<file path="config.mk">
export PLATFORM = sky130hd
export DESIGN_NAME = run_ctrl
export DESIGN_NICKNAME = d
export VERILOG_FILES = /design/src/rtl/run_ctrl_pkg.sv /design/src/rtl/run_ctrl_irq_prio.sv /design/src/rtl/run_ctrl.sv
export SDC_FILE = /design/constraint.sdc
export NUM_CORES = 1
export LEC_CHECK = 0
export CORE_MARGIN = 2
export CORE_UTILIZATION = 30
export CTS_BUF_LIST = sky130_fd_sc_hd__clkbuf_16
export DETAILED_ROUTE_END_ITERATION = 6
export PLACE_DENSITY_LB_ADDON = 0.2
export SYNTH_ARGS = -nofsm -noshare
export SYNTH_HDL_FRONTEND = slang
export SYNTH_SLANG_ARGS = --single-unit
</file>
<file path="constraint.sdc">
create_clock -name clk_i -period 3.4 [get_ports clk_i]
set_clock_uncertainty 0.1 [all_clocks]
set_input_delay 1.02 -clock clk_i [delete_from_list [all_inputs] [get_ports clk_i]]
set_output_delay 1.02 -clock clk_i [all_outputs]
set_load 0.1 [all_outputs]
</file>
<file path="src/rtl/run_ctrl_pkg.sv">
// Shared run-control types for the pico core.
package pico;

  // Run state encoding; the values are visible on state_o.
  typedef enum logic [2:0] {
    S_RESET = 3'd0,
    S_RUN   = 3'd1,
    S_WFI   = 3'd2,
    S_HALT  = 3'd3,
    S_STEP  = 3'd4
  } runState;

endpackage

</file>
<file path="src/rtl/run_ctrl_irq_prio.sv">
// Fixed-priority find-first-one encoder: the lowest set request index wins.
module irq_prio #(
  parameter int N_IRQ = 4,
  parameter int IW    = (N_IRQ > 1) ? $clog2(N_IRQ) : 1
) (
  input  logic [N_IRQ-1:0] req_i,
  output logic             valid_o,
  output logic [IW-1:0]    id_o
);

  // Scan from the top down so the lowest set index is the last write and wins.
  always_comb begin
    valid_o = 1'b0;
    id_o    = '0;
    for (int i = N_IRQ - 1; i >= 0; i--) begin
      if (req_i[i]) begin
        valid_o = 1'b1;
        id_o    = IW'(i);
      end
    end
  end

endmodule

</file>
<file path="src/rtl/run_ctrl.sv">
// Run-control and interrupt sequencer: commit enable, interrupt take,
// halt/step/wait-for-interrupt handling for the pico core.
module run_ctrl
  import pico::*;
#(
  parameter int N_IRQ = 4,
  parameter int IW    = (N_IRQ > 1) ? $clog2(N_IRQ) : 1
) (
  input  logic             clk_i,
  input  logic             rst_ni,
  input  logic             halt_core_i,
  input  logic             wfi_core_i,
  input  logic [N_IRQ-1:0] irq_i,
  input  logic [N_IRQ-1:0] irq_mask_i,
  input  logic             isr_ret_i,
  input  logic             dbg_run_i,
  input  logic             dbg_step_i,
  output logic             pc_en_o,
  output logic             int_take_o,
  output logic [IW-1:0]    int_id_o,
  output logic             in_isr_o,
  output logic [2:0]       state_o
);

  runState          r_state;
  runState          w_next;
  logic [N_IRQ-1:0] r_pend;
  logic             r_in_isr;
  logic             r_wake_q;

  logic [N_IRQ-1:0] w_elig;
  logic [N_IRQ-1:0] w_clr;
  logic             w_valid;
  logic [IW-1:0]    w_id;
  logic             w_take;
  logic             w_pc_en;
  logic             w_wake_d;

  assign w_elig = r_pend & irq_mask_i;

  irq_prio #(
    .N_IRQ (N_IRQ),
    .IW    (IW)
  ) u_prio (
    .req_i   (w_elig),
    .valid_o (w_valid),
    .id_o    (w_id)
  );

  // No nesting: a take needs RUN and no active service routine.
  assign w_take   = (r_state == S_RUN) && w_valid && !r_in_isr;
  // wake_q marks the single cycle right after leaving WFI.
  assign w_wake_d = (r_state == S_WFI) && w_valid;

  // Clear mask for the pend register: one-hot of the id being taken.
  always_comb begin
    w_clr = '0;
    if (w_take) w_clr[w_id] = 1'b1;
  end

  // Next-state and commit-enable decode.
  always_comb begin
    w_next  = r_state;
    w_pc_en = 1'b0;
    case (r_state)
      S_RESET: w_next = S_RUN;
      S_RUN: begin
        if (w_take) begin
          w_pc_en = 1'b0;
        end else if (halt_core_i && !r_wake_q) begin
          w_next = S_HALT;
        end else if (wfi_core_i && !r_wake_q) begin
          w_next = S_WFI;
        end else begin
          w_pc_en = 1'b1;
        end
      end
      S_WFI: begin
        if (w_valid) w_next = S_RUN;
      end
      S_HALT: begin
        if (dbg_step_i)     w_next = S_STEP;
        else if (dbg_run_i) w_next = S_RUN;
      end
      S_STEP: begin
        w_pc_en = 1'b1;
        w_next  = S_HALT;
      end
      default: w_next = S_RESET;
    endcase
  end

  // State, pending lines, ISR flag and wake marker.
  always_ff @(posedge clk_i or negedge rst_ni) begin
    if (!rst_ni) begin
      r_state  <= S_RESET;
      r_pend   <= '0;
      r_in_isr <= 1'b0;
      r_wake_q <= 1'b0;
    end else begin
      r_state  <= w_next;
      r_pend   <= (r_pend | irq_i) & ~w_clr;
      r_wake_q <= w_wake_d;
      if (w_take)
        r_in_isr <= 1'b1;
      else if (w_pc_en && isr_ret_i && r_in_isr)
        r_in_isr <= 1'b0;
    end
  end

  assign pc_en_o    = w_pc_en;
  assign int_take_o = w_take;
  assign int_id_o   = w_take ? w_id : '0;
  assign in_isr_o   = r_in_isr;
  assign state_o    = r_state;

endmodule
</file>
Word-level counts from Yosys, hierarchy flattened
Cells that the tools add are included.
{ "word_totals": {"regBits": 9, "ramBits": 0, "output_inout_bits": 8, "latchBits": 0, "elab_cells": 56, "romBits": 0, "mem_count": 0, "input_bits": 15} }
{ "classes": {"shift": 0, "muxes": 25, "reduce_logical": 13, "div": 0, "n_mul": 0, "order_cmp": 2, "eq_ne": 8, "n_bitwise": 4, "n_addsub": 0} }
{ "op_table": {"columns": ["op", "n"], "rows": [
  ["$mux W3", 6],
  ["$pmux W3 S5", 1],
  ["$mux W1", 10],
  ["$mux W2", 5],
  ["$and A4 B4 Y4", 2],
  ["$logic_and A1 B1 Y1", 8],
  ["$eq A3 B2 Y1 const B", 2],
  ["$mux W4", 1],
  ["$ne A2 B2 Y1 const B", 2],
  ["$not A4 Y4", 1],
  ["$or A4 B4 Y4", 1],
  ["$reduce_and A4 Y1", 1],
  ["$eq A3 B1 Y1 const B", 1],
  ["$eq A3 B3 Y1 const B", 1],
  ["$logic_not A3 Y1", 1],
  ["$lt A2 B3 Y1 const B", 1],
  ["$ne A3 B1 Y1 const B", 1],
  ["$ne A3 B3 Y1 const B", 1],
  ["$demux W1 S2", 1],
  ["$ge A2 B1 Y1 const B", 1],
  ["$logic_not A1 Y1", 2],
  ["$pmux W1 S2", 1],
  ["$reduce_bool A2 Y1", 1]
]} }

Logic depth before layout (Yosys ltp)
{ "depth": {"word_depth": 13, "depth_mapped": 5} }

Modules after synthesis
A second synthesis with hierarchy kept.
{ "unflattened": {"cells_unflattened": 65, "area_unflattened_um2": 606.8} }
{ "modules_own_cells": {"columns": ["module", "seq_area_each_um2", "n_inst", "cells_per_inst", "area_per_inst_um2"], "rows": [
  ["run_ctrl", 225.2, 1, 58, 571.8],
  ["irq_prio", 0.0, 1, 7, 35.0]
]} }

Least setup slack after synthesis
Ideal clock, no wire load.
{ "synth_timing": {"path_type": "reg-to-output", "start": "register r_state[2] (netlist: state_o[2])", "end": "output port pc_en_o", "path_slack_ns": -1.180, "arrival_time_ns": 3.460, "path_stages_with_launch": 5, "required_ns": 2.280, "n_path_buf": 0, "path_cell_list": "dfrtp_1 -> nand2b_4 -> nor3_4 -> and2_4 -> o41ai_2"} }
{ "synth_via": {"elab_chain_cells": 5} }
{ "synth_lines": {"columns": ["element", "line", "text"], "rows": [
  ["start, declared", "run_ctrl.sv:25", "runState r_state;"],
  ["start signal, assigned", "run_ctrl.sv:101", "r_state <= w_next;"],
  ["$eq A3 B1 Y1", "run_ctrl.sv:51", "assign w_take = (r_state == S_RUN) && w_valid && !r_in_isr;"],
  ["$logic_and A1 B1 Y1 (2 in series)", "run_ctrl.sv:51", null],
  ["named net int_take_o", "run_ctrl.sv:19", "output logic int_take_o,"],
  ["$mux W1", "run_ctrl.sv:68", "if (w_take) begin"],
  ["$pmux W1 S2", "run_ctrl.sv:65", "case (r_state)"],
  ["end, declared", "run_ctrl.sv:18", "output logic pc_en_o,"]
]} }
The timed path passes the listed nets, and every way through them passes these cells.

Worst setup path after layout
{ "layout_timing": {"start": "input port irq_mask_i[3]", "end": "output port pc_en_o"} }
{ "layout_via": {"elab_chain_cells": 9} }
{ "layout_lines": {"columns": ["element", "line", "text"], "rows": [
  ["start, declared", "run_ctrl.sv:14", "input logic [N_IRQ-1:0] irq_mask_i,"],
  ["$and A4 B4 Y4", "run_ctrl.sv:39", "assign w_elig = r_pend & irq_mask_i;"],
  ["$mux W1 (4 in series)", "run_ctrl_irq_prio.sv:16", "if (req_i[i]) begin"],
  ["$logic_and A1 B1 Y1 (2 in series)", "run_ctrl.sv:51", null],
  ["$mux W1", "run_ctrl.sv:68", null],
  ["$pmux W1 S2", "run_ctrl.sv:65", null]
]} }
No other way between the ends.

==> flow_metrics.env <==
export IMPL_end_kind="output pin"
export IMPL_drv_slew=0
export IMPL_async_reset_ff_frac=1.000
export IMPL_timing_fmax_mhz=297.2
export IMPL_fin_crit_sh=0.9896
export IMPL_cts_tree="done"
export IMPL_cts_root_buf="clkbuf_16"
export IMPL_placedCellCount=110
export IMPL_criticalPathCategory="in -> out"
export IMPL_ioPinCount=23
export IMPL_syn_inst=59
export IMPL_clk_transition_reported_paths_ns=0.04
export IMPL_synthTopCellsByArea="dfrtp_1 (41%), nand2_1 (5.5%), nor2_1 (5.5%)"
export IMPL_final_cell_mix="buf_4 (12), clkdlybuf4s50_1 (10), dfrtp_1 (9), nand2_1 (7), nor2_1 (7)"
export IMPL_seq_area_frac_synth=0.4110
export IMPL_final_antenna_net_count=0
export IMPL_drc=0
export IMPL_die_area_mm2=0.002185
export IMPL_antenna_found_initial=0
export IMPL_rsz0062_at_grt="false"
export IMPL_num_vias=550
export IMPL_synth_edf_count=0
export IMPL_grt_max_degree=16
export IMPL_drive_above_1_share=0.3516
export IMPL_wire_per_inst_um=11.78
export IMPL_finalSetupViolations=0
export IMPL_grt_use_met3=0.08077
export IMPL_hold_class="reg -> reg"
export IMPL_drt_wl_total_um=1367
export IMPL_dr_pass1_iters=4
export IMPL_grt_pass1_wl_um=2125
export IMPL_path_delay_family="compound AO/OA/AOI/OAI gates"
export IMPL_synth_warnings=0
export IMPL_synth_area_leader_cell="dfrtp_1"
export IMPL_crit_slowest_cell="o41ai_4"
export IMPL_max_stage_delay_ns=0.33
export IMPL_gp_congestion=0.7255
export IMPL_yosysTopAreaCellShare=0.4110
export IMPL_grt_util_all_layers=0.1475
export IMPL_ir_worst_vdd_v=0.0007411
export IMPL_final_instance_count_excl_fill=116
export IMPL_start_util=0.3174
export IMPL_diodes=0
export IMPL_drt_iter0_drc=15
export IMPL_synth_top_flop_cell="dfrtp_1"
export IMPL_syn_avg_cell_area_um2=9.289
export IMPL_cp_num_buf_inv=2
export IMPL_hold_buffers=0
export IMPL_grt_use_met2=0.2056
export IMPL_h_tree_depth=1
export IMPL_clk_latency_ns=0.23
export IMPL_p_leak_nw=0.4248
export IMPL_use_met1=0.2019
export IMPL_arrival_ns=2.24
export IMPL_die_w_um=46.74
export IMPL_final_nets=107
export IMPL_fp_row_count=15
export IMPL_slew_headroom=0.7044
export IMPL_area_growth_pct=78.77
export IMPL_drv_cap=0
export IMPL_power_per_cell_area_mw_per_mm2=996.6
export IMPL_hold_violations=0
export IMPL_cts_max_path_buffers=2
export IMPL_status="completed"
export IMPL_clock_sinks=9
export IMPL_worstMarginPinSlew_ns=0.4419
export IMPL_required_ns=2.28
export IMPL_ys_types=28
export IMPL_grt_pass1_vias=470
export IMPL_timing_setup_tns_ns=0
export IMPL_start_kind="input pin"
export IMPL_critPathMaxFanout=2
export IMPL_io_buffers=22
export IMPL_cp_cell_sequence="clkdlybuf4s15_1 > a22oi_2 > nand3_2 > and2_4 > o41ai_4 > buf_12"
export IMPL_grt_remaining_overflow=0
export IMPL_dp_hpwl_um=1050
export IMPL_routed_via_density=4.741
export IMPL_post_route_util=0.5674
export IMPL_syn_area_um2=548.0
export IMPL_grt_busiest_layer="met2"
export IMPL_total_power_mw=0.9764
export IMPL_die_y_um=46.74
export IMPL_core_area_mm2=0.001727
export IMPL_cts_made_buffers=3
export IMPL_period_needed_ns=3.365
export IMPL_syn_num_nets=74
export IMPL_ys_seq_elements=9
export IMPL_layout_commonest_cell="buf_4"
-- layout make-up --
type                       count  area, um2
clock inverter                 1      3.754
tap                           25      31.28
timing repair buffer          30      311.5
clock buffer                   3      75.07
multi-input combinational     47      329.1
sequential                     9      225.2
fill                         173      747.0
inverter                       1      3.754
-- power by group --
| group | internal, mW | switching, mW | leakage, nW |
|---|---|---|---|
| combinational | 0.207 | 0.378 | 0.285 |
| sequential | 0.142 | 0.0470 | 0.0976 |
| clock | 0.153 | 0.0487 | 0.0423 |
-- synth_stat cells (all sizes together), types with 2 or more instances --
cell    count
a21oi       3
buf         2
nor2b       2
nor2        8
nand2b      2
a21o        2
nand2       8
dfrtp       9
o22a        3
o21ai       4
nand3       3
-- sequential cells by signal, summed over array words and instances, names as in the netlist --
register  count
r_wake_q      1
r_pend        4
state_o       3
in_isr_o      1
-- timing repair --
action                                  in CTS  in global routing
pin swaps                                    4                  4
endpoints found under the setup margin       1                  1
gates resized for setup                      3                  4
buffers inserted                             0                  2
-- metrics by stage --
stage	hold slack (ns)	worst slack (ns)	area (um2)
2_1_floorplan	0.3577	-0.5500	565.5
3_3_place_gp	0.3713	-0.1934	882.1
3_5_place_dp	0.3782	-0.2085	882.1
4_1_cts	0.3847	0.007985	957.2
5_1_grt	0.4073	0.001362	979.7
6_report	0.3869	0.03539	979.7
-- path summary, 6_finish.rpt --
check | from | to | slack [ns] | depth (start not counted)
worst max-delay path | irq_mask_i[3] | pc_en_o | 0.04 | 6
worst min-delay path | r_pend[0] | r_pend[0] | 0.39 | 1
worst max register to register | state_o[0] | in_isr_o | 1.80 | 6
worst min register to register | r_pend[0] | r_pend[0] | 0.39 | 1
max in group asynchronous | rst_ni | in_isr_o | 1.89 | 1
min in group asynchronous | rst_ni | r_wake_q | 1.00 | 1
-- per-layer routing --
| layer | up-vias | share of wire |
|---|---|---|
| met4 | 0 | 0.015 |
| met1 | 255 | 0.46 |
| li1 | 280 | - |
| met3 | 2 | 0.059 |
| met5 | - | 0 |
| met2 | 13 | 0.47 |
-- kinds of logic after synthesis --
family,share of synthesized area
AO/OA/AOI/OAI,0.2831
AND/OR/NAND/NOR,0.2808
flip-flops,0.4110
buffers and inverters,0.02511
No activity file was read; power rests on OpenSTA's default activity.
